### config.mk
export PLATFORM = sky130hd
export DESIGN_NAME = la_capture_ctrl_flat
export DESIGN_NICKNAME = d
export VERILOG_FILES = /design/src/rtl/la_capture_ctrl_pkg.sv /design/src/rtl/la_capture_ctrl_if.sv /design/src/rtl/la_capture_ctrl_lock_sync.sv /design/src/rtl/la_capture_ctrl.sv /design/src/flat_wrapper.sv
export SDC_FILE = /design/constraint.sdc
export NUM_CORES = 1
export LEC_CHECK = 0
export CAP_MARGIN = 20
export CORE_MARGIN = 8
export CORE_UTILIZATION = 45
export CTS_BUF_LIST = sky130_fd_sc_hd__clkbuf_4 sky130_fd_sc_hd__clkbuf_8
export CTS_CLUSTER_DIAMETER = 100
export DETAILED_ROUTE_END_ITERATION = 10
export PLACE_DENSITY = 0.7
export SLEW_MARGIN = 20
export SYNTH_ARGS = -nofsm -noshare
export SYNTH_HDL_FRONTEND = slang
export SYNTH_HIERARCHICAL = 1
export SYNTH_SLANG_ARGS = --single-unit
### constraint.sdc
create_clock -name clk -period 4.03 [get_ports clk]
set_clock_uncertainty 0.2 [all_clocks]
set_input_delay 0.6045 -clock clk [delete_from_list [all_inputs] [get_ports clk]]
set_output_delay 0.6045 -clock clk [all_outputs]
set_load 0.02 [all_outputs]
### src/rtl/la_capture_ctrl_pkg.sv
// ----------------------------------------------------------------------------
// la_capture_ctrl_pkg
// Shared declarations for the logic-analyzer capture sequencer:
//   - state_t          : sequencer states (WAIT_LOCK, HOLD_RST, RUN)
//   - DEF_* localparams: default parameter values used by the interface,
//                        the lock synchronizer and the top module
// ----------------------------------------------------------------------------
package la_capture_ctrl_pkg;

    typedef enum logic [1:0] {
        WAIT_LOCK = 2'd0,
        HOLD_RST  = 2'd1,
        RUN       = 2'd2
    } state_t;

    localparam int DEF_DATA_W      = 16;
    localparam int DEF_PRESC_W     = 16;
    localparam int DEF_RST_CYCLES  = 15;
    localparam int DEF_SYNC_STAGES = 2;

endpackage

### src/rtl/la_capture_ctrl_if.sv
// ----------------------------------------------------------------------------
// la_capture_ctrl_if
// Bundles the sequencer's control and analyzer-side signals.
//   pll_lock  : PLL lock, asynchronous to clk
//   restart   : one-cycle pulse re-running the analyzer reset sequence
//   prescale  : cqual period minus 1 (0 = every cycle)
//   data_in   : bus being sampled by the analyzer
//   la_rst_l  : active-low analyzer reset
//   cqual     : analyzer clock qualifier
//   ready     : high while the analyzer is running
// Modports: slave = the sequencer, master = whoever drives its inputs.
// ----------------------------------------------------------------------------
interface la_capture_ctrl_if
    import la_capture_ctrl_pkg::*;
#(
    parameter int DATA_W  = DEF_DATA_W,
    parameter int PRESC_W = DEF_PRESC_W
);
    logic               pll_lock;
    logic               restart;
    logic [PRESC_W-1:0] prescale;
    logic [DATA_W-1:0]  data_in;
    logic               la_rst_l;
    logic               cqual;
    logic               ready;

    modport slave (
        input  pll_lock, restart, prescale, data_in,
        output la_rst_l, cqual, ready
    );

    modport master (
        output pll_lock, restart, prescale, data_in,
        input  la_rst_l, cqual, ready
    );

endinterface

### src/rtl/la_capture_ctrl_lock_sync.sv
// ----------------------------------------------------------------------------
// lock_sync
// STAGES-deep flop chain bringing an asynchronous level (PLL lock) into the
// clk domain. All flops clear asynchronously to 0, so a reset always reads
// as "not locked" until the input has been seen high for STAGES edges.
//   clk      : destination clock
//   rst      : asynchronous active-high reset
//   async_in : asynchronous level input
//   sync_out : synchronized level (STAGES edges of latency)
// STAGES must be at least 2.
// ----------------------------------------------------------------------------
module lock_sync
    import la_capture_ctrl_pkg::*;
#(
    parameter int STAGES = DEF_SYNC_STAGES
) (
    input  logic clk,
    input  logic rst,
    input  logic async_in,
    output logic sync_out
);

    logic [STAGES-1:0] sync_ff;

    // Shift the raw input through the chain; bit 0 is the metastable stage.
    always_ff @(posedge clk or posedge rst) begin
        if (rst) begin
            sync_ff <= '0;
        end else begin
            sync_ff <= {sync_ff[STAGES-2:0], async_in};
        end
    end

    assign sync_out = sync_ff[STAGES-1];

endmodule

### src/rtl/la_capture_ctrl.sv
// ----------------------------------------------------------------------------
// la_capture_ctrl
// Sequencer between the PLL and the logic-analyzer core. Waits for PLL lock,
// holds the analyzer in reset for RST_CYCLES cycles, then releases it and
// generates the clock-qualifier strobe from a runtime-programmable prescaler.
//   clk  : system clock (PLL global output)
//   rst  : asynchronous active-high reset
//   bus  : la_capture_ctrl_if.slave (pll_lock, restart, prescale, data_in in;
//          la_rst_l, cqual, ready out -- all outputs registered)
// Build option: define LA_CHANGE_QUAL_EN to also assert cqual whenever
// data_in differs from its value on the previous cycle. Without it data_in
// is ignored and the port list is unchanged.
// ----------------------------------------------------------------------------
module la_capture_ctrl
    import la_capture_ctrl_pkg::*;
#(
    parameter int DATA_W      = DEF_DATA_W,
    parameter int PRESC_W     = DEF_PRESC_W,
    parameter int RST_CYCLES  = DEF_RST_CYCLES,
    parameter int SYNC_STAGES = DEF_SYNC_STAGES
) (
    input  logic               clk,
    input  logic               rst,
    la_capture_ctrl_if.slave   bus
);

    localparam int HOLD_W = (RST_CYCLES > 1) ? $clog2(RST_CYCLES) : 1;
    localparam logic [HOLD_W-1:0] HOLD_LOAD = HOLD_W'(RST_CYCLES - 1);

    logic               lock_s;
    logic               changed;
    state_t             state;
    logic [HOLD_W-1:0]  hold_cnt;
    logic [PRESC_W-1:0] presc_cnt;
    logic [PRESC_W-1:0] presc_lim;
    logic               la_rst_l_q;
    logic               cqual_q;
    logic               ready_q;

    lock_sync #(
        .STAGES   (SYNC_STAGES)
    ) u_lock_sync (
        .clk      (clk),
        .rst      (rst),
        .async_in (bus.pll_lock),
        .sync_out (lock_s)
    );

`ifdef LA_CHANGE_QUAL_EN
    logic [DATA_W-1:0] data_q;

    // Previous-cycle copy of the monitored bus, captured unconditionally.
    always_ff @(posedge clk or posedge rst) begin
        if (rst) begin
            data_q <= '0;
        end else begin
            data_q <= bus.data_in;
        end
    end

    assign changed = (bus.data_in != data_q);
`else
    assign changed = 1'b0;
`endif

    // Sequencer. Outputs are set from the state being entered, so they are
    // registered yet line up with the state register. The prescaler limit
    // is only reloaded at RUN entry and at each wrap, so a prescale change
    // never shortens the period already in progress. The RUN entry cycle
    // always strobes and deliberately ignores the change detector.
    always_ff @(posedge clk or posedge rst) begin
        if (rst) begin
            state      <= WAIT_LOCK;
            hold_cnt   <= '0;
            presc_cnt  <= '0;
            presc_lim  <= '0;
            la_rst_l_q <= 1'b0;
            cqual_q    <= 1'b0;
            ready_q    <= 1'b0;
        end else begin
            la_rst_l_q <= 1'b0;
            ready_q    <= 1'b0;
            cqual_q    <= 1'b0;
            presc_cnt  <= '0;
            case (state)
                WAIT_LOCK: begin
                    if (lock_s) begin
                        state    <= HOLD_RST;
                        hold_cnt <= HOLD_LOAD;
                    end
                end
                HOLD_RST: begin
                    if (!lock_s) begin
                        state <= WAIT_LOCK;
                    end else if (bus.restart) begin
                        hold_cnt <= HOLD_LOAD;
                    end else if (hold_cnt == '0) begin
                        state      <= RUN;
                        la_rst_l_q <= 1'b1;
                        ready_q    <= 1'b1;
                        cqual_q    <= 1'b1;
                        presc_lim  <= bus.prescale;
                    end else begin
                        hold_cnt <= hold_cnt - 1'b1;
                    end
                end
                RUN: begin
                    if (!lock_s) begin
                        state <= WAIT_LOCK;
                    end else if (bus.restart) begin
                        state    <= HOLD_RST;
                        hold_cnt <= HOLD_LOAD;
                    end else begin
                        la_rst_l_q <= 1'b1;
                        ready_q    <= 1'b1;
                        if (presc_cnt == presc_lim) begin
                            presc_cnt <= '0;
                            presc_lim <= bus.prescale;
                            cqual_q   <= 1'b1;
                        end else begin
                            presc_cnt <= presc_cnt + 1'b1;
                            cqual_q   <= changed;
                        end
                    end
                end
                default: begin
                    state <= WAIT_LOCK;
                end
            endcase
        end
    end

    assign bus.la_rst_l = la_rst_l_q;
    assign bus.cqual    = cqual_q;
    assign bus.ready    = ready_q;

endmodule

### src/flat_wrapper.sv
// flat-port wrapper written by rule: the top's interface ports become plain ports
module la_capture_ctrl_flat import la_capture_ctrl_pkg::*;
#(
    parameter int DATA_W      = DEF_DATA_W,
    parameter int PRESC_W     = DEF_PRESC_W,
    parameter int RST_CYCLES  = DEF_RST_CYCLES,
    parameter int SYNC_STAGES = DEF_SYNC_STAGES
)
  (clk, rst, bus_pll_lock, bus_restart, bus_prescale, bus_data_in, bus_la_rst_l, bus_cqual, bus_ready);
  la_capture_ctrl_if #(.DATA_W(DATA_W), .PRESC_W(PRESC_W)) bus_i ();
  input  logic clk;
  input  logic rst;
  input wire logic [$bits(bus_i.pll_lock)-1:0] bus_pll_lock;
  input wire logic [$bits(bus_i.restart)-1:0] bus_restart;
  input wire logic [$bits(bus_i.prescale)-1:0] bus_prescale;
  input wire logic [$bits(bus_i.data_in)-1:0] bus_data_in;
  output wire logic [$bits(bus_i.la_rst_l)-1:0] bus_la_rst_l;
  output wire logic [$bits(bus_i.cqual)-1:0] bus_cqual;
  output wire logic [$bits(bus_i.ready)-1:0] bus_ready;
  assign bus_i.pll_lock = bus_pll_lock;
  assign bus_i.restart = bus_restart;
  assign bus_i.prescale = bus_prescale;
  assign bus_i.data_in = bus_data_in;
  assign bus_la_rst_l = bus_i.la_rst_l;
  assign bus_cqual = bus_i.cqual;
  assign bus_ready = bus_i.ready;
  la_capture_ctrl #(.DATA_W(DATA_W), .PRESC_W(PRESC_W), .RST_CYCLES(RST_CYCLES), .SYNC_STAGES(SYNC_STAGES)) u_core (.clk(clk), .rst(rst), .bus(bus_i));
endmodule
---- Word-level counts from Yosys, hierarchy flattened ----
Cells that the tools add are included.
cells by class
  divide/modulo/power cells ............... 0
  $lt $le $gt $ge ......................... 0
  add/subtract/negate cells ............... 2
  reductions and logical operators ........ 7
  shifts and indexed selects .............. 0
  muxes and demuxes ....................... 35
  $mul .................................... 0
  eq/ne operators ......................... 15
  bitwise gates (word level) .............. 0
operators by type and width
  kind                                                                     count
  16-bit two-way mux                                                       10
  16-bit one-hot mux with 2 select lines                                   1
  4-bit two-way mux                                                        6
  16-bit by 1-bit adder with 16-bit output, second input constant          1
  16-bit == test                                                           1
  2-bit two-way mux                                                        6
  2-bit inequality test, second input constant                             6
  4-bit one-hot mux with 3 select lines                                    1
  3-bit inequality test, second input constant                             3
  1-bit two-way mux                                                        8
  7-bit AND reduction                                                      1
  2-bit one-hot mux with 3 select lines                                    1
  6-bit AND reduction                                                      1
  4-bit zero test                                                          1
  2-bit by 1-bit inequality test with 1-bit output, second input constant  2
  1-bit one-hot mux with 2 select lines                                    2
  4-bit AND reduction                                                      1
  4-bit by 1-bit subtractor with 4-bit output, second input constant       1
  3-bit by 2-bit inequality test with 1-bit output, second input constant  1
  3-bit nonzero test                                                       1
  2-bit by 1-bit == test with 1-bit output, second input constant          1
  2-bit == test, second input constant                                     1
  2-bit zero test                                                          1
  2-bit nonzero test                                                       1
word-level totals
  latch bits .............................. 0
  bits in read-only memories .............. 0
  register bits after elaboration ......... 42
  memories ................................ 0
  RAM bits ................................ 0

---- Longest topological paths before layout ----
Gate-level depths: netlist of run 1.
  word-level depth ........................ 5
  depth in mapped cells ................... 9

---- By module ----
The synthesis of run 1 kept the hierarchy.
by module, submodules not included
  module           cells each  seq. area each (sq um)  times used  area each (sq um)
  la_capture_ctrl  186         1001.0                  1           2127.0
  lock_sync        3           50.0                    1           53.8

---- Worst setup path before layout of run 1 ----
No wires, ideal clock.
  path kind ............................... input -> register
  start ................................... input bus_restart
  end ..................................... register u_core.presc_lim[0]
  path buffers ............................ 2
  stages on the path ...................... 7
  data required time ...................... 3705 ps
  slack ................................... 1876 ps
  library setup time ...................... 125 ps
  arrival time ............................ 1829 ps
  path through ............................ nor4b_2 > nand2b_1 > o2111ai_1 > a21o_1 > buf_6 > buf_12 > mux2_4
on the way
  longest elaborated chain between the ends .. 2
ends and longest elaborated chain
  item                                      line                    text
  start: declaration                        flat_wrapper.sv:14      input wire logic [$bits(bus_i.restart)-1:0] bus_restart;
  2-bit inequality test (no source line)    n/a
  7-bit AND reduction (no source line) (*)  n/a
  end signal: assignment                    la_capture_ctrl.sv:102  presc_lim <= bus.prescale;
  end signal: assignment                    la_capture_ctrl.sv:118  presc_lim <= bus.prescale;
  end: declaration                          la_capture_ctrl.sv:35   logic [PRESC_W-1:0] presc_lim;
Mark *: on every way between the ends. The rest lies on a longest branch, timed or not.
A chain may end at the register's enable or synchronous reset.

---- Worst setup path after layout of run 1 ----
  start ................................... input bus_restart
  end ..................................... register u_core.presc_lim[7]
Same word-level chain as after synthesis.

==> results.json, run 1 <==
{
  "route.detailed.drc": 0,
  "antenna_cells": 0,
  "num_vias": 1395,
  "setup_viol_count_final": 0,
  "die_w_microns": 85.6,
  "drv_cap": 0,
  "finalPower_mw": 1.38,
  "post_dp_cell_area_sq_mm": 0.00242,
  "p_leak_nw": 1.15,
  "numCtsBuffers": 5,
  "grt.total_usage_pct": 11.1,
  "grt_max_degree": 41,
  "power_density_mw_per_mm2": 546,
  "async_flop_share_pct": 100,
  "cts.sinks": 42,
  "outcome": "finished clean",
  "postRouteAntennaNets": 0,
  "synth_ff_type": "dfrtp_1",
  "critical-path-slowest-cell": "clkdlybuf4s50_1",
  "gp_congestion": 0.756,
  "tightestPinTransition_ns": 0.854,
  "post_cts_buffers": 0,
  "ys_top_cells_by_area": "dfrtp_1, xor2_1, mux2_4",
  "rsz0062_at_grt": "false",
  "synth_edf_count": 0,
  "fin_crit_sh_pct": 67.1,
  "syn_area_sq_mm": 0.00218,
  "ys_types": 35,
  "drt_wl_total_mm": 3.74,
  "synth_top_area_share_pct": 48.2,
  "cts_root_buf": "clkbuf_8",
  "drive_gt1_share_pct": 15.0,
  "yosysSeqAreaShare_pct": 48.2,
  "post_cts_resized": 0,
  "grt_pass1_vias": 1412,
  "period_minus_slack_ns": 2.70,
  "core_sq_mm": 0.00469,
  "final_nets": 257,
  "postCtsHoldBufs": 0,
  "endpoint_kind": "flop",
  "yosys_warnings": 6,
  "syn-num-nets": 233,
  "hold_path_class": "reg2reg",
  "cts.htree.levels": 2,
  "ys_ff_latch": 42,
  "dr.pass1.iters": 4,
  "clock_latency_ns": 0.29,
  "wl_per_cell_microns": 13.9,
  "crit_family": "compound AO/OA/AOI/OAI gates",
  "clock_tree.buffer_depth": 2,
  "maxSlewViolCount": 0,
  "hold_viol_final": 0,
  "crit_buf_inv": 1,
  "synth_cells": 189,
  "setup.worst_path.class": "in2reg",
  "port-buffer-count": 22,
  "slew_headroom_pct": 43.1,
  "regToRegSetupSlack_ns": 1.55,
  "yosysMostFrequentCell": "dfrtp_1",
  "fp-row-count": 25,
  "synth_common_cells": "dfrtp_1, xor2_1, nor2_1",
  "path_max_fanout": 16,
  "max_freq_ghz": 0.370,
  "grt_overflow": 0,
  "path_cells": "clkdlybuf4s50_1 > nor4b_2 > nand2b_1 > o2111ai_1 > a21o_1 > mux2_4",
  "tritoncts": "built",
  "antenna_found_initial": 0,
  "synthToLayoutAreaGrowth_pct": 16.1,
  "yosysTopAreaCell": "dfrtp_1",
  "startpoint_type": "primary input",
  "clk_pin_slew_worst_paths_ns": 0.07,
  "io_pins": 39,
  "avgSynthCellArea_sq_um": 11.5,
  "dp_hpwl_mm": 2.64,
  "critPathRequiredTime_ns": 4.01,
  "grt_pass1_wl_mm": 6.52,
  "fin_area_sq_mm": 0.00253,
  "ir_drop_v": 0.000244,
  "cpPeakStageDelay_ns": 0.52,
  "setup-tns-final_ns": 0,
  "crit_arrival_ns": 2.68,
  "dr.first_iter.drc_count": 85,
  "dieArea_sq_mm": 0.00733,
  "fp.dieH_microns": 85.6,
  "start_util_pct": 46.5,
  "routed_via_density": 5.21
}
[cells by family (layout without fill, tap and decap cells)]
group	count (synthesis)	after routing	synth area share, %
flip-flops	42	42	48.2
buffers and inverters	12	37	3.67
adder cells (fa/ha/maj)	8	8	4.59
XOR/XNOR	30	30	12.0
AND/OR/NAND/NOR	65	65	16.0
AO/OA/AOI/OAI	13	13	4.13
multiplexers	19	19	11.4
[final cells by class]
cell class,instances,area (sq um)
inverters,6,22.5
flip-flops and latches,42,1050
clock inverters,1,30.0
clock buffers,7,83.8
repair buffers,23,228
multi-input cells,135,1050
fillers,416,2160
well taps,54,67.6
[report_power, final]
part           total [mW]  switching, mW  internal, mW
Clock               0.335          0.137         0.199
Sequential          0.606         0.0796         0.526
Combinational       0.442          0.191         0.251
Total                1.38          0.407         0.976
[cells in the final DEF (no fill, tap or decap), types with 2 or more instances in the layout]
master,n
o22a_1,2
mux2_4,10
clkbuf_4,2
nand2_1,9
xnor2_1,5
nand2b_1,3
nor4_2,3
nor3_1,4
nand4_1,4
a21oi_1,4
ha_1,8
nand3_1,6
xor2_1,25
o21a_1,3
nor2_1,24
clkdlybuf4s50_1,22
and3_1,4
mux2i_1,2
dfrtp_1,42
mux2_2,7
inv_1,6
clkbuf_8,5
[stage by stage]
step                instances  hold WS (ns)  setup WS [ns]  util (%)
floorplan                 189         0.131           1.88         -
global placement          260         0.132           1.03      51.5
detailed placement        260         0.136           1.01      51.5
CTS                       268         0.154           1.33      54.0
global route              268         0.165           1.19      54.0
finish                    268         0.152           1.33      54.0
[layer usage]
metal | up-vias | track usage, % | routed length (microns)
met5 | - | 0 | 0
met4 | 0 | 4.78 | 48
met3 | 4 | 3.82 | 183
met2 | 25 | 16.4 | 1670
met1 | 680 | 14.3 | 1830
li1 | 686 | - | -
[registers in the layout, indices dropped and copies added, names as in the netlist]
| name | flops |
|---|---|
| u_core/presc_cnt | 16 |
| u_core/state | 2 |
| u_core/presc_lim | 16 |
| u_core/u_lock_sync/sync_ff | 2 |
| u_core/hold_cnt | 4 |
| u_core/bus.ready | 1 |
| u_core/bus.cqual | 1 |
[final timing paths]
check / startpoint / to / cells after the start
setup / recovery: bus_restart / u_core/presc_lim[7]$_DFFE_PP0P_ / 6
hold / removal: u_core/u_lock_sync/sync_ff[0]$_DFF_PP0_ / u_core/u_lock_sync/sync_ff[1]$_DFF_PP0_ / 0
setup reg to reg: u_core/presc_cnt[9]$_DFF_PP0_ / u_core/presc_lim[7]$_DFFE_PP0P_ / 5
hold reg to reg: u_core/u_lock_sync/sync_ff[0]$_DFF_PP0_ / u_core/u_lock_sync/sync_ff[1]$_DFF_PP0_ / 0
max in group asynchronous: rst / u_core/presc_cnt[7]$_DFF_PP0_ / 3
min in group asynchronous: rst / u_core/u_lock_sync/sync_ff[0]$_DFF_PP0_ / 2
Power figures use the tool's default switching activity.
==> inputs of run 2 (changes only) <==
--- a/config.mk
+++ b/config.mk
@@ -11,7 +11,7 @@
 export CTS_BUF_LIST = sky130_fd_sc_hd__clkbuf_4 sky130_fd_sc_hd__clkbuf_8
 export CTS_CLUSTER_DIAMETER = 100
 export DETAILED_ROUTE_END_ITERATION = 10
-export PLACE_DENSITY = 0.7
+export PLACE_DENSITY = 0.73
 export SLEW_MARGIN = 20
 export SYNTH_ARGS = -nofsm -noshare
 export SYNTH_HDL_FRONTEND = slang
==> constraint.sdc (replaced) <==
create_clock -name clk -period 2.3 [get_ports clk]
set_clock_uncertainty 0.2 [all_clocks]
set_input_delay 0.345 -clock clk [delete_from_list [all_inputs] [get_ports clk]]
set_output_delay 0.345 -clock clk [all_outputs]
set_load 0.02 [all_outputs]
==> results.json, run 2 (synthesis results as in run 1) <==
{
  "path_cells": "inv_1 > ha_1 > nor4b_2 > nand2b_1 > o2111ai_1 > a21o_1 > buf_12 > mux2_4",
  "path_max_fanout": 16,
  "route.detailed.drc": 0,
  "p_switching_mw": 0.709,
  "post-route-util_pct": 54.6,
  "grt.total_usage_pct": 11.4,
  "drv_cap": 0,
  "outcome": "finished clean",
  "post_cts_buffers": 0,
  "internal-power_mw": 1.63,
  "cpPeakStageDelay_ns": 0.39,
  "critical-path-slowest-cell": "dfrtp_1",
  "core_sq_mm": 0.00469,
  "dp_hpwl_mm": 2.77,
  "synthToLayoutAreaGrowth_pct": 17.4,
  "hold_path_class": "in2async",
  "p_sw_share_pct": 30.3,
  "maxSlewViolCount": 0,
  "numCtsBuffers": 5,
  "power_density_mw_per_mm2": 913,
  "antenna_found_initial": 0,
  "final_common_cell": "dfrtp_1",
  "port-buffer-count": 22,
  "routed_via_density": 5.11,
  "seqPwrFrac_pct": 45.3,
  "drt_wl_total_mm": 3.79,
  "tightestPinTransition_ns": 0.504,
  "cts.sinks": 42,
  "rsz0062_at_grt": "false",
  "setup.worst_path.class": "reg2reg",
  "post_cts_resized": 0,
  "postRouteAntennaNets": 0,
  "num_vias": 1395,
  "clk_pin_slew_worst_paths_ns": 0.07,
  "max_freq_ghz": 0.465,
  "slew_headroom_pct": 66.4,
  "startpoint_type": "flop",
  "postCtsHoldBufs": 0,
  "crit_arrival_ns": 2.13,
  "holdWs_ns": 0.0308,
  "reg_top3": "u_core/presc_cnt (16), u_core/presc_lim (16), u_core/hold_cnt (4)",
  "fp.dieH_microns": 85.6,
  "tritoncts": "built",
  "power_frac_comb_pct": 34.9,
  "pwr-share-clk_pct": 19.8,
  "dr.first_iter.drc_count": 109,
  "fp-row-count": 25,
  "antenna_cells": 0,
  "grt_pass1_vias": 1445,
  "drive_gt1_share_pct": 16.9,
  "finalPower_mw": 2.34,
  "gp_congestion": 0.812,
  "clock_latency_ns": 0.29,
  "die_w_microns": 85.6,
  "post_dp_cell_area_sq_mm": 0.00248,
  "dr.pass1.iters": 4,
  "regToRegSetupSlack_ns": 0.15,
  "reg2reg_depth": 8,
  "clock_tree.buffer_depth": 2,
  "setup-tns-final_ns": 0,
  "ir_drop_v": 0.000483,
  "fin_crit_sh_pct": 93.6,
  "hold_viol_final": 0,
  "fin_area_sq_mm": 0.00256,
  "period_minus_slack_ns": 2.15,
  "critPathRequiredTime_ns": 2.28,
  "setup_viol_count_final": 0,
  "io_pins": 39,
  "p_leak_nw": 1.17,
  "dieArea_sq_mm": 0.00733,
  "wl_per_cell_microns": 13.9,
  "cts.htree.levels": 2,
  "grt_max_degree": 41,
  "endpoint_kind": "flop",
  "grt_overflow": 0,
  "cts_root_buf": "clkbuf_8",
  "grt_pass1_wl_mm": 6.56,
  "final_nets": 263,
  "layout_common_cells": "dfrtp_1, xor2_1, nor2_1",
  "start_util_pct": 46.5
}
-- run 2: cell type report --
class | instances | area [sq um]
well taps | 54 | 67.6
repair buffers | 29 | 285
flip-flops and latches | 42 | 1050
multi-input cells | 135 | 1050
clock buffers | 7 | 83.8
fillers | 411 | 2130
inverters | 6 | 22.5
-- run 2: through the flow --
| step | setup slack [ns] | cells |
|---|---|---|
| floorplan | 0.189 | 189 |
| global placement | -0.0500 | 266 |
| detailed placement | -0.0493 | 266 |
| CTS | 0.127 | 273 |
| global route | 0.0285 | 273 |
| finish | 0.148 | 273 |
-- run 2: layer usage --
metal  GRT usage [%]  wire length (microns)  part of all wire (%)
met5               0                      0                     0
met3            2.58                    159                   4.2
met1            14.7                   1830                    48
met4            7.64                    103                   2.7
met2            16.7                   1700                    45
-- run 2: worst max-delay path: cells and delay by family (launching register included) --
| kind | cells | cell delay [ns] |
|---|---|---|
| buffers and inverters | 2 | 0.28 |
| AOI/OAI and AO/OA | 2 | 0.31 |
| and+or+nand+nor | 2 | 0.40 |
| DFF | 1 | 0.39 |
| adders and majority gates | 1 | 0.15 |
| muxes | 1 | 0.30 |
-- run 2: path summary, 6_finish.rpt --
kind / start / to
max: u_core/hold_cnt[0]$_DFFE_PP0P_ / u_core/presc_lim[1]$_DFFE_PP0P_
min: rst / u_core/u_lock_sync/sync_ff[0]$_DFF_PP0_
max reg2reg: u_core/hold_cnt[0]$_DFFE_PP0P_ / u_core/presc_lim[1]$_DFFE_PP0P_
min reg2reg: u_core/u_lock_sync/sync_ff[0]$_DFF_PP0_ / u_core/u_lock_sync/sync_ff[1]$_DFF_PP0_
max in group asynchronous: rst / u_core/presc_cnt[2]$_DFF_PP0_
min in group clk: u_core/u_lock_sync/sync_ff[0]$_DFF_PP0_ / u_core/u_lock_sync/sync_ff[1]$_DFF_PP0_
-- run 2: power by group through the flow --
stage / clock [mW] / sequential [mW] / combinational, mW
after floorplan: 0 / 1.04 / 0.678
after global placement: 0 / 1.07 / 0.802
after detailed placement: 0 / 1.08 / 0.821
after CTS: 0.483 / 1.06 / 0.827
after global routing: 0.511 / 1.08 / 0.905
final: 0.463 / 1.06 / 0.815
==> inputs of run 3 (changes only) <==
--- a/config.mk
+++ b/config.mk
@@ -15,5 +15,4 @@
 export SLEW_MARGIN = 20
 export SYNTH_ARGS = -nofsm -noshare
 export SYNTH_HDL_FRONTEND = slang
-export SYNTH_HIERARCHICAL = 1
 export SYNTH_SLANG_ARGS = --single-unit
==> results.json, run 3 <==
{
  "antenna_cells": 0,
  "synth_xor_area_share_pct": 12.4,
  "dp_cells": 266,
  "cts.htree.levels": 2,
  "nFillCells": 422,
  "regToRegSetupSlack_ns": 0.1,
  "synthSimpleGateAreaFrac_pct": 14.7,
  "hold_path_end": "u_core.u_lock_sync.sync_ff[1]$_DFF_PP0_",
  "synth_cells": 186,
  "grt_overflow": 0,
  "routed_via_density": 5.19,
  "synth_ff_type": "dfrtp_1",
  "ys_top_cells_by_area": "dfrtp_1, xor2_1, mux2_4",
  "avgSynthCellArea_sq_um": 11.4,
  "synth_top_area_share_pct": 49.5,
  "critical-path-slowest-cell": "dfrtp_1",
  "synth_edf_count": 0,
  "setup-tns-final_ns": 0,
  "endpoint_kind": "flop",
  "fp-row-count": 25,
  "num_vias": 1421,
  "cpPeakStageDelay_ns": 0.44,
  "setup_viol_count_final": 0,
  "clk_pin_slew_worst_paths_ns": 0.08,
  "hold_viol_final": 0,
  "worstHoldStart": "u_core.u_lock_sync.sync_ff[0]$_DFF_PP0_",
  "reg_top3": "u_core.presc_cnt (16), u_core.presc_lim (16), u_core.hold_cnt (4)",
  "stdcell_count": 274,
  "dieArea_sq_mm": 0.00718,
  "power_frac_comb_pct": 31.0,
  "pwr-share-clk_pct": 22.8,
  "path_cells": "xor2_1 > nor4_1 > nand4_1 > a21o_1 > buf_12 > mux2_4",
  "die_w_microns": 84.7,
  "seqPwrFrac_pct": 46.2,
  "tritoncts": "built",
  "final_nets": 261,
  "async_flop_share_pct": 100,
  "whs_path_depth": 0,
  "fp.dieH_microns": 84.7,
  "r2r-end": "u_core.presc_lim[15]$_DFFE_PP0P_",
  "synth_common_cells": "dfrtp_1, nor2_1, xor2_1",
  "grt_pass1_vias": 1497,
  "regToRegStartpoint": "u_core.presc_cnt[10]$_DFF_PP0_",
  "maxSlewViolCount": 0,
  "synth_top_family_by_area": "simple AND/OR/NAND/NOR gates",
  "postRouteAntennaNets": 0,
  "syn_area_sq_mm": 0.00212,
  "p_leak_nw": 1.18,
  "numCtsBuffers": 5,
  "ys_ff_latch": 42,
  "wl_per_cell_microns": 14.2,
  "cts_root_buf": "clkbuf_8",
  "reg2reg_depth": 6,
  "gp_congestion": 0.841,
  "tightestPinTransition_ns": 0.516,
  "grt.total_usage_pct": 12.1,
  "p_switching_mw": 0.670,
  "max_freq_ghz": 0.454,
  "rsz0062_at_grt": "false",
  "drv_cap": 0,
  "clock_tree.buffer_depth": 2,
  "grt_pass1_wl_mm": 6.91,
  "route.detailed.drc": 0,
  "io_pins": 39,
  "drive_gt1_share_pct": 17.3,
  "holdWs_ns": 0.153,
  "setup.worst_path.class": "reg2reg",
  "fin_crit_sh_pct": 95.8,
  "drt_wl_total_mm": 3.90,
  "crit_arrival_ns": 2.18,
  "yosysMostFrequentCell": "dfrtp_1",
  "dr.first_iter.drc_count": 107,
  "core_sq_mm": 0.00463,
  "power_density_mw_per_mm2": 855,
  "startpoint_type": "flop",
  "slew_headroom_pct": 65.6,
  "syn-num-nets": 228,
  "dr.pass1.iters": 5,
  "dp_hpwl_mm": 2.75,
  "period_minus_slack_ns": 2.20,
  "yosysTopAreaCell": "dfrtp_1",
  "internal-power_mw": 1.50,
  "post_cts_buffers": 0,
  "hold_path_class": "reg2reg",
  "final_common_cell": "dfrtp_1",
  "critPathRequiredTime_ns": 2.28,
  "synth.area.mux_share_pct": 11.2,
  "outcome": "finished clean",
  "ys_types": 37,
  "yosysSeqAreaShare_pct": 49.5,
  "p_sw_share_pct": 30.9,
  "path_max_fanout": 16,
  "clock_latency_ns": 0.29,
  "start_util_pct": 45.9,
  "post_cts_resized": 0,
  "synth-adder-area-share_pct": 3.53,
  "ir_drop_v": 0.000286,
  "post-route-util_pct": 54.8,
  "yosys_warnings": 0,
  "postCtsHoldBufs": 0,
  "layout_common_cells": "dfrtp_1, nor2_1, xor2_1, clkdlybuf4s50_1",
  "antenna_found_initial": 0,
  "port-buffer-count": 22,
  "synth_compound_area_share_pct": 4.95,
  "cts.sinks": 42,
  "synthToLayoutAreaGrowth_pct": 19.4,
  "grt_max_degree": 43
}
[run 3: cell types whose count changed after synthesis, sizes merged, moves of 2 or more]
cell / change
a21oi: -3
o21a: -3
o21ai: +5
xor2: -3
ha: -2
a21boi: +2
nand2b: -3
inv: +4
xnor2: +3
and3: -4
[run 3: logic make-up (layout without fill, tap and decap cells)]
kind of cell    after synthesis  count (layout)
simple gates                 61              61
mux                          18              18
fa+ha+maj                     6               6
buf+inv                      14              48
xor+xnor                     30              30
compound gates               15              15
flops                        42              42
[run 3: cell type report]
| cell class | instances | area (sq um) | area share [%] |
|---|---|---|---|
| Sequential cell | 42 | 1050 | 41.4 |
| Clock buffer | 6 | 82.6 | 3.25 |
| Clock inverter | 2 | 12.5 | 0.493 |
| Multi-Input combinational cell | 130 | 993 | 39.2 |
| Timing Repair Buffer | 30 | 293 | 11.5 |
| Inverter | 10 | 37.5 | 1.48 |
| Tap cell | 54 | 67.6 | 2.66 |
[run 3: layer usage]
metal / global-route usage, % / wire length (microns) / vias to the layer above
met5: 0 / 0 / -
met4: 6.47 / 104 / 0
met3: 4.10 / 241 / 8
met2: 18.0 / 1740 / 36
met1: 14.9 / 1820 / 679
li1: - / - / 698
[run 3: worst max path at each step]
stage / from / endpoint / slack, ns / depth (start not counted)
after floorplan: u_core.state[1]$_DFFE_PP0P_ / u_core.presc_lim[0]$_DFFE_PP0P_ / 0.25 / 8
after global placement: u_core.presc_cnt[10]$_DFF_PP0_ / u_core.presc_lim[15]$_DFFE_PP0P_ / 0.12 / 6
after detailed placement: u_core.presc_cnt[10]$_DFF_PP0_ / u_core.presc_lim[3]$_DFFE_PP0P_ / 0.13 / 6
after CTS: u_core.presc_cnt[10]$_DFF_PP0_ / u_core.presc_lim[15]$_DFFE_PP0P_ / 0.11 / 6
after global routing: u_core.presc_cnt[10]$_DFF_PP0_ / u_core.presc_lim[15]$_DFFE_PP0P_ / 0.03 / 6
final: u_core.presc_cnt[10]$_DFF_PP0_ / u_core.presc_lim[15]$_DFFE_PP0P_ / 0.1 / 6
[run 3: metrics by stage]
stage	worst slack (ns)	area, sq um	total power [mW]
after global routing	0.0318	2540	2.32
final	0.0969	2540	2.17
after detailed placement	0.134	2440	1.68
after floorplan	0.252	2120	1.51
after CTS	0.105	2540	2.19
after global placement	0.118	2440	1.67
[run 3: worst max-delay path, delay by kind of cell, from the launching register on]
| kind | cells | cell delay, ns |
|---|---|---|
| muxes | 1 | 0.30 |
| xor gates and xnor gates | 1 | 0.16 |
| DFF | 1 | 0.44 |
| and+or+nand+nor | 2 | 0.58 |
| AOI/OAI and AO/OA | 1 | 0.25 |
| buffers and inverters | 1 | 0.16 |
[run 3: power groups by stage]
stage	clock, mW	combinational, mW	sequential [mW]
after floorplan	0	0.519	0.989
after global placement	0	0.652	1.01
after detailed placement	0	0.669	1.02
after CTS	0.510	0.675	1.01
after global routing	0.537	0.757	1.03
final	0.495	0.672	1.00
